## src/rtl/apb_fifo_pkg.sv

```systemverilog
// Shared types and constants for the APB byte-FIFO master scheduler.
package apb_fifo_pkg;

    localparam int unsigned DATA_W   = 8;
    localparam int unsigned ERRCNT_W = 16;

    // Slave address map: port 0 accepts pushes, port 1 serves pops.
    localparam logic ADDR_WR = 1'b0;
    localparam logic ADDR_RD = 1'b1;

    typedef enum logic [1:0] {
        IDLE   = 2'd0,
        SETUP  = 2'd1,
        ACCESS = 2'd2
    } sched_state_t;

    // Command presented on the APB address/data lines for one transfer.
    typedef struct packed {
        logic              paddr;
        logic              pwrite;
        logic [DATA_W-1:0] pwdata;
    } apb_cmd_t;

endpackage

```

## src/rtl/rr_arbiter.sv

```systemverilog
// Round-robin arbiter with a registered last-grant pointer.
// Ports: clk_i/rst_i (sync active-high), req_i request vector, en_i grant enable,
//        gnt_o one-hot grant, gnt_idx_o grant index, gnt_valid_o a grant is issued.
module rr_arbiter #(
    parameter  int unsigned NREQ = 4,
    localparam int unsigned IDW  = (NREQ > 1) ? $clog2(NREQ) : 1
) (
    input  logic            clk_i,
    input  logic            rst_i,
    input  logic [NREQ-1:0] req_i,
    input  logic            en_i,
    output logic [NREQ-1:0] gnt_o,
    output logic [IDW-1:0]  gnt_idx_o,
    output logic            gnt_valid_o
);

    logic [IDW-1:0] last_q, last_d;
    logic [IDW-1:0] idx;
    logic           found;

    // Search starts one past the previous winner and wraps around.
    always_comb begin
        found     = 1'b0;
        idx       = '0;
        gnt_idx_o = '0;
        for (int unsigned i = 1; i <= NREQ; i++) begin
            idx = IDW'((32'(last_q) + i) % NREQ);
            if (!found && req_i[idx]) begin
                found     = 1'b1;
                gnt_idx_o = idx;
            end
        end
        gnt_valid_o = en_i & found;
        gnt_o       = gnt_valid_o ? (NREQ'(1) << gnt_idx_o) : '0;
        last_d      = gnt_valid_o ? gnt_idx_o : last_q;
    end

    // Pointer resets to the last client so client 0 wins first.
    always_ff @(posedge clk_i) begin
        if (rst_i) begin
            last_q <= IDW'(NREQ - 1);
        end else begin
            last_q <= last_d;
        end
    end

endmodule

```

## src/rtl/apb_fifo_sched.sv

```systemverilog
// APB master scheduler: grants client push/pop requests round-robin and runs each
// as one SETUP/ACCESS transfer toward the byte-FIFO slave.
// Ports: PCLK/PRESET (sync active-high); req_* client request side, req_ready
//        combinational accept pulse; rsp_* registered completion; err_cnt
//        saturating error count; P* APB master signals.
module apb_fifo_sched
    import apb_fifo_pkg::*;
#(
    parameter  int unsigned NREQ    = 4,
    parameter  int unsigned TIMEOUT = 15,
    localparam int unsigned IDW     = (NREQ > 1) ? $clog2(NREQ) : 1
) (
    input  logic                   PCLK,
    input  logic                   PRESET,
    input  logic [NREQ-1:0]        req_valid,
    input  logic [NREQ-1:0]        req_write,
    input  logic [DATA_W*NREQ-1:0] req_wdata,
    output logic [NREQ-1:0]        req_ready,
    output logic                   rsp_valid,
    output logic [IDW-1:0]         rsp_id,
    output logic                   rsp_err,
    output logic [DATA_W-1:0]      rsp_rdata,
    output logic [ERRCNT_W-1:0]    err_cnt,
    output logic                   PSELx,
    output logic                   PENABLE,
    output logic                   PADDR,
    output logic                   PWRITE,
    output logic [DATA_W-1:0]      PWDATA,
    input  logic                   PREADY,
    input  logic                   PSLVERR,
    input  logic [DATA_W-1:0]      PRDATA
);

    localparam int unsigned WW = $clog2(TIMEOUT + 1);

    sched_state_t          state_q, state_d;
    logic [IDW-1:0]        id_q, id_d;
    apb_cmd_t              cmd_q, cmd_d;
    logic                  psel_q, psel_d;
    logic                  penable_q, penable_d;
    logic [WW-1:0]         wait_q, wait_d;
    logic                  rsp_valid_q, rsp_valid_d;
    logic [IDW-1:0]        rsp_id_q, rsp_id_d;
    logic                  rsp_err_q, rsp_err_d;
    logic [DATA_W-1:0]     rsp_rdata_q, rsp_rdata_d;
    logic [ERRCNT_W-1:0]   err_cnt_q, err_cnt_d;

    logic                  gnt_valid;
    logic [IDW-1:0]        gnt_idx;
    logic                  timed_out_c;
    logic                  done_c;
    logic [DATA_W-1:0]     wdata_arr [NREQ];

    for (genvar i = 0; i < NREQ; i++) begin : g_unpack
        assign wdata_arr[i] = req_wdata[i*DATA_W +: DATA_W];
    end

    // Grants only in IDLE and never while reset is asserted.
    rr_arbiter #(.NREQ(NREQ)) u_arb (
        .clk_i       (PCLK),
        .rst_i       (PRESET),
        .req_i       (req_valid),
        .en_i        ((state_q == IDLE) && !PRESET),
        .gnt_o       (req_ready),
        .gnt_idx_o   (gnt_idx),
        .gnt_valid_o (gnt_valid)
    );

    // Next-state and registered-output logic.
    always_comb begin
        state_d     = state_q;
        id_d        = id_q;
        cmd_d       = cmd_q;
        psel_d      = psel_q;
        penable_d   = penable_q;
        wait_d      = wait_q;
        rsp_valid_d = 1'b0;
        rsp_id_d    = '0;
        rsp_err_d   = 1'b0;
        rsp_rdata_d = '0;
        err_cnt_d   = err_cnt_q;
        timed_out_c = 1'b0;
        done_c      = 1'b0;

        unique case (state_q)
            IDLE: begin
                if (gnt_valid) begin
                    state_d      = SETUP;
                    id_d         = gnt_idx;
                    psel_d       = 1'b1;
                    cmd_d.pwrite = req_write[gnt_idx];
                    cmd_d.paddr  = req_write[gnt_idx] ? ADDR_WR : ADDR_RD;
                    cmd_d.pwdata = req_write[gnt_idx] ? wdata_arr[gnt_idx] : '0;
                end
            end
            SETUP: begin
                state_d   = ACCESS;
                penable_d = 1'b1;
                wait_d    = '0;
            end
            ACCESS: begin
                // PSLVERR completes on its own since the slave keeps PREADY low.
                timed_out_c = (wait_q == WW'(TIMEOUT)) && !PREADY && !PSLVERR;
                done_c      = PREADY | PSLVERR | timed_out_c;
                if (done_c) begin
                    state_d     = IDLE;
                    psel_d      = 1'b0;
                    penable_d   = 1'b0;
                    cmd_d       = '0;
                    rsp_valid_d = 1'b1;
                    rsp_id_d    = id_q;
                    rsp_err_d   = PSLVERR | timed_out_c;
                    rsp_rdata_d = (!cmd_q.pwrite && !rsp_err_d) ? PRDATA : '0;
                    if (rsp_err_d && (err_cnt_q != '1)) begin
                        err_cnt_d = err_cnt_q + ERRCNT_W'(1);
                    end
                end else begin
                    wait_d = wait_q + WW'(1);
                end
            end
            default: state_d = IDLE;
        endcase
    end

    // State and output registers; reset aborts any transfer silently.
    always_ff @(posedge PCLK) begin
        if (PRESET) begin
            state_q     <= IDLE;
            id_q        <= '0;
            cmd_q       <= '0;
            psel_q      <= 1'b0;
            penable_q   <= 1'b0;
            wait_q      <= '0;
            rsp_valid_q <= 1'b0;
            rsp_id_q    <= '0;
            rsp_err_q   <= 1'b0;
            rsp_rdata_q <= '0;
            err_cnt_q   <= '0;
        end else begin
            state_q     <= state_d;
            id_q        <= id_d;
            cmd_q       <= cmd_d;
            psel_q      <= psel_d;
            penable_q   <= penable_d;
            wait_q      <= wait_d;
            rsp_valid_q <= rsp_valid_d;
            rsp_id_q    <= rsp_id_d;
            rsp_err_q   <= rsp_err_d;
            rsp_rdata_q <= rsp_rdata_d;
            err_cnt_q   <= err_cnt_d;
        end
    end

    assign PSELx     = psel_q;
    assign PENABLE   = penable_q;
    assign PADDR     = cmd_q.paddr;
    assign PWRITE    = cmd_q.pwrite;
    assign PWDATA    = cmd_q.pwdata;
    assign rsp_valid = rsp_valid_q;
    assign rsp_id    = rsp_id_q;
    assign rsp_err   = rsp_err_q;
    assign rsp_rdata = rsp_rdata_q;
    assign err_cnt   = err_cnt_q;

endmodule

```

## config.mk

```make
export PLATFORM = sky130hd
export DESIGN_NAME = apb_fifo_sched
export DESIGN_NICKNAME = d
export VERILOG_FILES = /design/src/rtl/apb_fifo_pkg.sv /design/src/rtl/rr_arbiter.sv /design/src/rtl/apb_fifo_sched.sv
export SDC_FILE = /design/constraint.sdc
export NUM_CORES = 1
export LEC_CHECK = 0
export CAP_MARGIN = 10
export CORE_AREA = 2 2 76 78
export DETAILED_ROUTE_END_ITERATION = 16
export DIE_AREA = 0 0 78 80
export PLACE_DENSITY = 0.81
export SYNTH_ARGS = -nofsm -noshare
export SYNTH_HDL_FRONTEND = slang
export SYNTH_HIERARCHICAL = 1
export SYNTH_SLANG_ARGS = --single-unit
export TNS_END_PERCENT = 30
```

## constraint.sdc

```tcl
create_clock -name PCLK -period 6.5 [get_ports PCLK]
set_input_delay 1.3 -clock PCLK [delete_from_list [all_inputs] [get_ports PCLK]]
set_output_delay 1.3 -clock PCLK [all_outputs]
set_load 0.01 [all_outputs]
```

Word-level counts from Yosys, hierarchy flattened:

Index checks and enable logic that the tools add are counted.
Widths: inputs -> output; s select.

* reductions and logical operators: 28
* equal/unequal tests: 7
* muxes and demuxes: 37
* shift-type cells: 1
* bitwise operators: 8
* $add $sub $neg: 6
* order comparisons: 6

Operator list (count)
* $mux 8: 3
* $mux 10: 2
* $pmux 10 s2: 1
* $add 16x1->16 const B: 1
* $bmux 8 s2: 1
* $ne 16x16->1 const B: 1
* $lt 2x3->1 const B: 5
* $mux 1: 13
* $mux 2: 6
* $bmux 1 s2: 5
* $logic_and 1x1->1: 8
* $logic_not 1->1: 8
* $mux 4: 2
* $pmux 4 s2: 1
* $reduce_and 2->1: 4
* $ne 2x2->1 const B: 3
* $pmux 2 s3: 1
* $reduce_and 3->1: 2
* $add 2x1->2 const B: 2
* $add 2x2->2 const B: 2
* $add 4x1->4 const B: 1
* $eq 4x4->1 const B: 1
* $pmux 1 s2: 2
* $reduce_bool 2->1: 2
* 12 further kinds: 16

* input bits: 52
* output and inout port bits: 44
* flip-flop bits (word level): 50
* logic and storage cells: 107

Depth between registers and ports, before layout:

Gate-level depths: netlist of the first run.

* word-level depth: 20
* mapped depth: 9
* mapped depth without buffers: 7

Cells and area by module:

Netlist of the first run, hierarchy kept.

By module, submodules not included
* apb_fifo_sched: area an instance 2279.7 sq um, seq. area each 960.9 sq um, times used 1, cells each 232
* rr_arbiter: area an instance 207.7 sq um, seq. area each 40.0 sq um, times used 1, cells each 31

Worst setup path before layout of the first run:

OpenSTA, ideal clock, no wires.

* path kind: input to output
* from: in req_valid[1]
* to: out req_ready[2]
* arrival: 2.078 ns
* setup slack: 3.122 ns
* buffers on the path: 0
* stages: 4
* data required time: 5.200 ns
* path through: or2_1 -> a311oi_2 -> nand2_2 -> nor2_1

* cells in the longest elaborated chain, start to end: 14
* elaborated cells between the ends (all ways): 25
* those cells by class: 1 x shift; 17 x mux; 1 x bitwise; 6 x reduce/logical

Ends and longest elaborated chain
* start, declared: RTL line apb_fifo_sched.sv:15 `input logic [NREQ-1:0] req_valid,`
* $bmux 1 s2: RTL line rr_arbiter.sv:28 `if (!found && req_i[idx]) begin`
* $mux 1 (implied by the code): RTL line rr_arbiter.sv:28
* $mux 1: RTL line rr_arbiter.sv:28
* $logic_not 1->1: RTL line rr_arbiter.sv:28
* $logic_and 1x1->1: RTL line rr_arbiter.sv:28
* $mux 1: RTL line rr_arbiter.sv:28
* $logic_not 1->1: RTL line rr_arbiter.sv:28
* $logic_and 1x1->1: RTL line rr_arbiter.sv:28
* $mux 1: RTL line rr_arbiter.sv:28
* $logic_not 1->1: RTL line rr_arbiter.sv:28
* $logic_and 1x1->1: RTL line rr_arbiter.sv:28
* $mux 2 (*): RTL line rr_arbiter.sv:28
* named net gnt_idx[1]: RTL line apb_fifo_sched.sv:49 `logic [IDW-1:0] gnt_idx;`
* $shl 1x2->4 (*): RTL line rr_arbiter.sv:34 `gnt_o = gnt_valid_o ? (NREQ'(1) << gnt_idx_o) : '0;`
* $mux 4 (*): RTL line rr_arbiter.sv:34
* end, declared: RTL line apb_fifo_sched.sv:18 `output logic [NREQ-1:0] req_ready,`

Mark *: on every way through the listed nets, which the timed path passes. The rest lies on a longest branch. The select of a mux whose other input is x is not followed.

Final worst setup path of the first run:

* from: in PRESET
* to: out req_ready[1]

* cells in the longest elaborated chain, start to end: 4

Ends and longest elaborated chain
* start, declared: RTL line apb_fifo_sched.sv:14 `input logic PRESET,`
* $logic_not 1->1: RTL line apb_fifo_sched.sv:63 `.en_i ((state_q == IDLE) && !PRESET),`
* $logic_and 1x1->1: RTL line apb_fifo_sched.sv:63
* $and 1x1->1: RTL line rr_arbiter.sv:33 `gnt_valid_o = en_i & found;`
* named net gnt_valid: RTL line apb_fifo_sched.sv:48 `logic gnt_valid;`
* $mux 4: RTL line rr_arbiter.sv:34

The timed path passes the listed nets, and every way through them passes these cells.

==> metrics.yaml, run 1 <==
p_leak_nw: 1.230
die_height_um: 80
synthMuxAreaShare_pct: 11.32
grt_first_pass_wirelength_mm: 9.604
crit_type: "in -> out"
maxCapViolations: 0
drive_gt1_share_pct: 12.11
nets: 408
worst-slew-pin-transition_ns: 0.9115
hold_depth: 2
cts_sinks: 50
finalHoldViolCount: 0
rows: 27
layout_commonest_cell: "clkdlybuf4s50_1"
ir_drop_v: 0.0001188
report.final.slew_viol_count: 0
yosys.area_share.adder_pct: 1.006
grt_util_met3_pct: 5.430
crit_path_end_kind: "output port"
netlist_instances: 263
status: "finished clean"
cts_resized: 0
tns_ns: 0
synthArstFlopShare_pct: 0
synth_edf_count: 0
fin_ws_ns: 1.826
core_um2: 5405
cts-root-buf: "clkbuf_8"
via_count: 2327
reg2reg_depth: 8
synth_ff_type: "dfxtp_1"
finish.instance_area_um2: 3578
cts_setup_buffers: 0
ys_top_cells_by_area: "dfxtp_1 40%, mux4_2 8.1%, a21oi_1 4.0%, nor2_1 3.3%, a22o_1 3.2%"
worstHoldStart: "id_q[0]"
use_met1_pct: 23.04
synthXorXnorAreaFrac_pct: 0
synth-compound-area-share_pct: 15.64
firstDrtPassIters: 4
clock_skew_ns: 0.007525
synth-seq-cells: 50
clk_pin_slew_ns: 0.09
worstSkewPairLatency_ns: 0.31
n_antenna_cell: 0
grt_max_degree: 41
cts_hold_buf: 0
synth_top_family_by_area: "simple AND/OR/NAND/NOR gates"
ys_warn_count: 6
ys_seq_area_share_pct: 40.24
drtIter0Drc: 91
r2r_start: "u_arb/last_q[0]"
synth-simple-area-share_pct: 27.41
clock_tree.buffer_depth: 2
crit_fanout: 40
drc: 0
hpwl_mm: 4.371
final_cell_mix: "95 x clkdlybuf4s50_1, 50 x dfxtp_1, 22 x nor2_1, 20 x a21oi_1, 15 x nand2_1"
antenna_found_initial: 0
ant_nets: 0
rr_endpoint: "PWDATA[5]"
use_met2_pct: 33.28
ys_types: 54
grt_overflow: 0
rsz0062_at_grt: "no"
boundaryPins: 96
synth_area_um2: 2487
yosysTopAreaCellShare_pct: 40.24
wire_per_inst_um: 13.90
die_w_um: 78
avgSynthCellArea_um2: 9.458
dp_slack_ns: 1.831
relSlewSlack_pct: 39.19
n_fill_cell: 463
fin_hold_ws_ns: 0.4566
finalSetupViolCount: 0
design.die.area_um2: 6240
min_to: "id_q[0]"
cp.arrival_ns: 3.37
busiest_layer: "met2"
yosys.area.top_type: "dfxtp_1"
hold_path.class: "reg -> reg"
worst-r2r-setup-slack_ns: 3.97
vias_per_cell: 5.450
required_ns: 5.20
gp_congestion: 0.7559
cts_made_buffers: 5
io_buffers: 95
fin_crit_sh_pct: 71.91
cts_tree: "done"
grt_pass1_vias: 2072
wirelength_mm: 5.936
synth_nets: 317
max_freq_mhz: 214.0
min_period_ns: 4.674
power.density_nw_per_um2: 182.5
place_area_um2: 3478
start_util_pct: 46.02
grt_usage_pct: 19.30
area_growth_pct: 43.86
setup.worst_path.start_class: "input port"
h-tree-depth: 2
-- sequential cells by signal, summed over array words and instances (netlist names) --
register      cells
PSELx             1
rsp_rdata         8
PWRITE            1
u_arb/last_q      2
PWDATA            8
id_q              2
PADDR             1
state_q           2
wait_q            4
err_cnt          16
rsp_valid         1
rsp_id            2
PENABLE           1
rsp_err           1
-- where the power goes --
group          switching, mW  internal, mW  leakage, nW
combinational         0.0504        0.0797        0.774
clock                  0.107        0.0877       0.0514
sequential            0.0111         0.317        0.405
-- worst max-delay path, cell delays in order --
cell,delay (ns)
clkdlybuf4s50_1,0.39
buf_4,0.25
nor3_1,0.29
nand2b_1,0.15
inv_1,0.20
nand2b_1,0.12
nor2_1,0.11
clkdlybuf4s50_1,0.54
-- logic make-up after synthesis --
family | Yosys count
AOI/OAI and AO/OA | 58
muxes | 16
DFF | 50
buffers and inverters | 20
adders and majority gates | 2
and+or+nand+nor | 117
-- how the worst max path moves through the flow --
stage | from | end | slack (ns) | cells past startpoint
floorplan | req_valid[1] | req_ready[2] | 3.12 | 4
global placement | PRESET | req_ready[1] | 1.94 | 8
detailed placement | PRESET | req_ready[1] | 1.83 | 8
CTS | PRESET | req_ready[1] | 1.83 | 8
global route | PRESET | req_ready[1] | 1.64 | 8
finish | PRESET | req_ready[1] | 1.83 | 8
-- cells in the mapped netlist (2+ instances only) --
master and count:
nand2b_1 4, nand4_1 6, dfxtp_1 50, o31ai_1 6
nand2_1 15, mux4_2 9, o21ai_1 2, or2_1 2
or3_1 3, buf_6 2, o21ai_0 7, nor3_1 4
nor2_1 22, a31oi_1 3, nand3_1 7, nor4bb_1 2
and2_1 12, a21oi_1 20, clkbuf_1 8, or4_2 2
nor4_1 9, inv_1 4, nor2b_1 9, buf_2 4
ha_1 2, mux2_2 7, a22o_1 9, or4_1 7
-- routing by layer --
metal	part of all wire, %	vias up
li1	-	1164
met1	42	1077
met2	51	77
met3	6.0	9
met4	1.5	0
met5	0	-
-- cell type report --
class | instances | area, um^2 | share of cell area [%]
multi-input combinational | 193 | 1384 | 38.67
sequential | 50 | 1001 | 27.97
timing repair buffer | 100 | 988.4 | 27.62
tap | 72 | 90.09 | 2.517
clock buffer | 6 | 82.58 | 2.308
clock inverter | 2 | 17.52 | 0.4895
inverter | 4 | 15.01 | 0.4196
-- through the flow --
| step | instances | util, % | total power [mW] |
|---|---|---|---|
| 2_1_floorplan | 263 | - | 0.4035 |
| 5_1_grt | 427 | 66.20 | 0.6839 |
| 3_5_place_dp | 419 | 64.35 | 0.4662 |
| 6_report | 427 | 66.20 | 0.6532 |
| 3_3_place_gp | 419 | 64.35 | 0.4638 |
| 4_1_cts | 427 | 66.20 | 0.6602 |
Power figures use the tool's default switching activity.
==> run 2, diff against run 1 <==
CORE_AREA = 2 2 82 84   (was 2 2 76 78)
DIE_AREA = 0 0 84 86   (was 0 0 78 80)
PLACE_DENSITY = 0.73   (was 0.81)
clock period = 4.2 ns   (was 6.5 ns; I/O delays follow)
==> metrics.yaml, run 2 (synthesized netlist as in run 1, its figures left out) <==
crit_path_end_kind: "output port"
maxCapViolations: 0
finalHoldViolCount: 0
grt_overflow: 0
gp_congestion: 0.7365
fin_crit_sh_pct: 83.19
required_ns: 3.36
tns_ns: 0
drive_gt1_share_pct: 11.86
p_leak_nw: 1.223
drc: 0
use_met2_pct: 28.36
die_height_um: 86
cp.arrival_ns: 2.65
layout_commonest_cell: "clkdlybuf4s50_1"
cts_made_buffers: 5
die_w_um: 84
worst-slew-pin-transition_ns: 0.9198
start_util_pct: 39.63
min_period_ns: 3.494
final_core_util_pct: 56.83
crit_type: "in -> out"
h-tree-depth: 2
dp_slack_ns: 0.7042
report.final.slew_viol_count: 0
rows: 29
clock_tree.buffer_depth: 2
nets: 408
cts_hold_buf: 0
ir_drop_v: 0.0001369
rsz0062_at_grt: "no"
worstSkewPairLatency_ns: 0.30
n_antenna_cell: 0
busiest_layer: "met2"
final_cell_mix: "95 x clkdlybuf4s50_1, 50 x dfxtp_1, 22 x nor2_1, 20 x a21oi_1, 15 x nand2_1"
cts-root-buf: "clkbuf_8"
cts_setup_buffers: 0
grt_first_pass_wirelength_mm: 9.929
area_growth_pct: 43.41
grt_usage_pct: 16.62
relSlewSlack_pct: 38.64
grt_pass1_vias: 2127
clk_pin_slew_ns: 0.09
core_um2: 6277
status: "finished clean"
grt_max_degree: 40
wire_per_inst_um: 14.03
setup.worst_path.start_class: "input port"
wirelength_mm: 6.049
power.density_nw_per_um2: 275.7
clock_skew_ns: 0.004866
io_buffers: 95
hpwl_mm: 4.516
cts_tree: "done"
largest_reg_flops: 16
crit_fanout: 5
grt_util_met3_pct: 4.331
firstDrtPassIters: 4
via_count: 2329
use_met1_pct: 20.59
cts_sinks: 50
cts_resized: 0
max_freq_mhz: 286.2
hold_path.class: "reg -> reg"
boundaryPins: 96
design.die.area_um2: 7224
ant_nets: 0
antenna_found_initial: 0
finalSetupViolCount: 0
drtIter0Drc: 42
vias_per_cell: 5.404
fin_ws_ns: 0.7059
run 2: worst paths after layout:
path	start	end	depth (start not counted)	slack (ns)
max	req_valid[0]	req_ready[3]	6	0.71
min	id_q[1]	id_q[1]	2	0.46
max reg2reg	u_arb/last_q[0]	PWDATA[0]	7	1.86
min reg2reg	id_q[1]	id_q[1]	2	0.46
run 2: cell type report:
cell class | instances | area [um^2]
flip-flops and latches | 50 | 1001
clock inverters | 2 | 13.76
inverters | 4 | 15.01
repair buffers | 100 | 988.4
well taps | 77 | 96.34
multi-input cells | 193 | 1384
clock buffers | 5 | 68.82
fillers | 578 | 2710
run 2: per-layer routing:
layer	part of all wire (%)	wire length, um	up-vias
met5	0	0	-
met4	1.0	63	0
met3	5.3	320	9
met2	50	2999	71
met1	44	2665	1089
li1	-	-	1160
run 2: worst max-delay path, cell delays in order:
cell and delay, ns:
clkdlybuf4s50_1 0.47, or2_1 0.25, a311oi_2 0.34, nand2_2 0.11, nor2_1 0.10, clkdlybuf4s50_1 0.54
run 2: power breakdown:
group / internal [mW] / leakage (nW) / switching, mW / total [mW]
clock: 0.115 / 0.0444 / 0.159 / 0.274
sequential: 0.490 / 0.405 / 0.0176 / 0.508
combinational: 0.123 / 0.774 / 0.0781 / 0.202
total: 0.729 / 1.22 / 0.254 / 0.983
run 2: metrics by stage:
step / cell area, um^2 / power, mW / std cells / hold WS (ns)
2_1_floorplan: 2487 / 0.6245 / 263 / 0.4296
3_3_place_gp: 3485 / 0.7193 / 424 / 0.4447
3_5_place_dp: 3485 / 0.7224 / 424 / 0.4454
4_1_cts: 3567 / 0.9960 / 431 / 0.4585
5_1_grt: 3567 / 1.036 / 431 / 0.4758
6_report: 3567 / 0.9834 / 431 / 0.4563
==> run 3, diff against run 2 <==
CORE_AREA = 2 2 79 81   (was 2 2 82 84)
DIE_AREA = 0 0 81 83   (was 0 0 84 86)
PLACE_DENSITY = 0.75   (was 0.73)
clock period = 3.32 ns   (was 4.2 ns; I/O delays follow)
==> metrics.yaml, run 3 (synthesized netlist as in run 1, its figures left out) <==
firstDrtPassIters: 4
cts_made_buffers: 5
start_util_pct: 42.77
boundaryPins: 96
via_count: 2328
n_fill_cell: 523
tns_ns: 0
ir_drop_v: 0.0001844
cts_tree: "done"
rows: 28
report.final.slew_viol_count: 0
maxCapViolations: 0
setup.worst_path.start_class: "input port"
io_buffers: 95
area_growth_pct: 45.02
max_freq_mhz: 317.9
clk_pin_slew_ns: 0.09
required_ns: 2.66
antenna_found_initial: 0
die_height_um: 83
finalSetupViolCount: 0
ant_nets: 0
grt_first_pass_wirelength_mm: 9.832
seq_area_um2: 1001
cts_setup_buffers: 0
drive_gt1_share_pct: 12.61
multi_input_area_um2: 1384
cp.arrival_ns: 2.48
wire_per_inst_um: 13.75
clock_skew_ns: 0.008268
largest_reg_flops: 16
rsz0062_at_grt: "no"
crit_type: "in -> out"
final_cell_mix: "95 x clkdlybuf4s50_1, 50 x dfxtp_1, 22 x nor2_1, 20 x a21oi_1, 15 x nand2_1"
wirelength_mm: 5.941
relSlewSlack_pct: 38.15
worst-slew-pin-transition_ns: 0.9272
hpwl_mm: 4.417
grt_pass1_vias: 2165
cts-root-buf: "clkbuf_8"
clock_tree.buffer_depth: 2
design.die.area_um2: 6723
nets: 410
p_leak_nw: 1.246
finalHoldViolCount: 0
cts_sinks: 50
fin_cells: 432
core_um2: 5816
die_w_um: 81
gp_congestion: 0.7306
grt_usage_pct: 17.89
layout_commonest_cell: "clkdlybuf4s50_1"
fin_crit_sh_pct: 94.75
n_antenna_cell: 0
crit_path_end_kind: "output port"
grt_overflow: 0
hold_path.class: "reg -> reg"
drtIter0Drc: 72
cts_hold_buf: 0
drc: 0
grt_max_degree: 40
status: "finished clean"
h-tree-depth: 2
min_period_ns: 3.146
worstSkewPairLatency_ns: 0.30
place_inst: 424
cts_resized: 0
vias_per_cell: 5.389
power.density_nw_per_um2: 363.0
crit_fanout: 5
run 3: cell types whose count changed in the layout (fill, tap and decap cells not counted):
cell and delta:
clkbuf_8 +3, buf_4 +2, clkinv_2 -1, inv_6 -1
run 3: final cells by class:
| class | count | share of cell area, % |
|---|---|---|
| sequential | 50 | 27.75 |
| multi-input combinational | 193 | 38.36 |
| inverter | 4 | 0.4162 |
| clock buffer | 8 | 3.052 |
| tap | 75 | 2.601 |
| timing repair buffer | 102 | 27.82 |
run 3: final timing paths:
check,startpoint,to,slack (ns),cells past startpoint
setup reg to reg,u_arb/last_q[0],PWDATA[0],0.90,7
setup / recovery,req_valid[2],req_ready[1],0.17,6
hold / removal,id_q[0],id_q[0],0.46,2
hold reg to reg,id_q[0],id_q[0],0.46,2
run 3: power breakdown:
group          total, mW  internal, mW  switching [mW]
logic              0.259         0.159           0.100
clock network      0.408         0.211           0.197
registers          0.642         0.620          0.0221
run 3: routing by layer:
layer / global-route usage (%) / routed length [um] / part of all wire [%]
met3: 5.217 / 389 / 6.5
met4: 6.163 / 143 / 2.4
met2: 29.75 / 2861 / 48
met1: 21.76 / 2546 / 43
met5: 0 / 0 / 0
run 3: critical path, stage by stage:
cell and delay (ns):
clkdlybuf4s50_1 0.54, nand2b_1 0.13, a21oi_1 0.10, a221oi_1 0.44, nor2_1 0.11, clkdlybuf4s50_1 0.50
run 3: per-stage QoR:
| stage | hold slack (ns) | cell area (um^2) | utilization, % | worst slack, ns | power, mW |
|---|---|---|---|---|---|
| 5_1_grt | 0.4806 | 3607 | 62.03 | 0.02201 | 1.374 |
| 3_5_place_dp | 0.4453 | 3497 | 60.13 | 0.1168 | 0.9181 |
| 3_3_place_gp | 0.4390 | 3497 | 60.13 | 0.2315 | 0.9124 |
| 2_1_floorplan | 0.4296 | 2487 | - | 0.6166 | 0.7901 |
| 6_report | 0.4566 | 3607 | 62.03 | 0.1742 | 1.309 |
| 4_1_cts | 0.4607 | 3607 | 62.03 | 0.1446 | 1.326 |
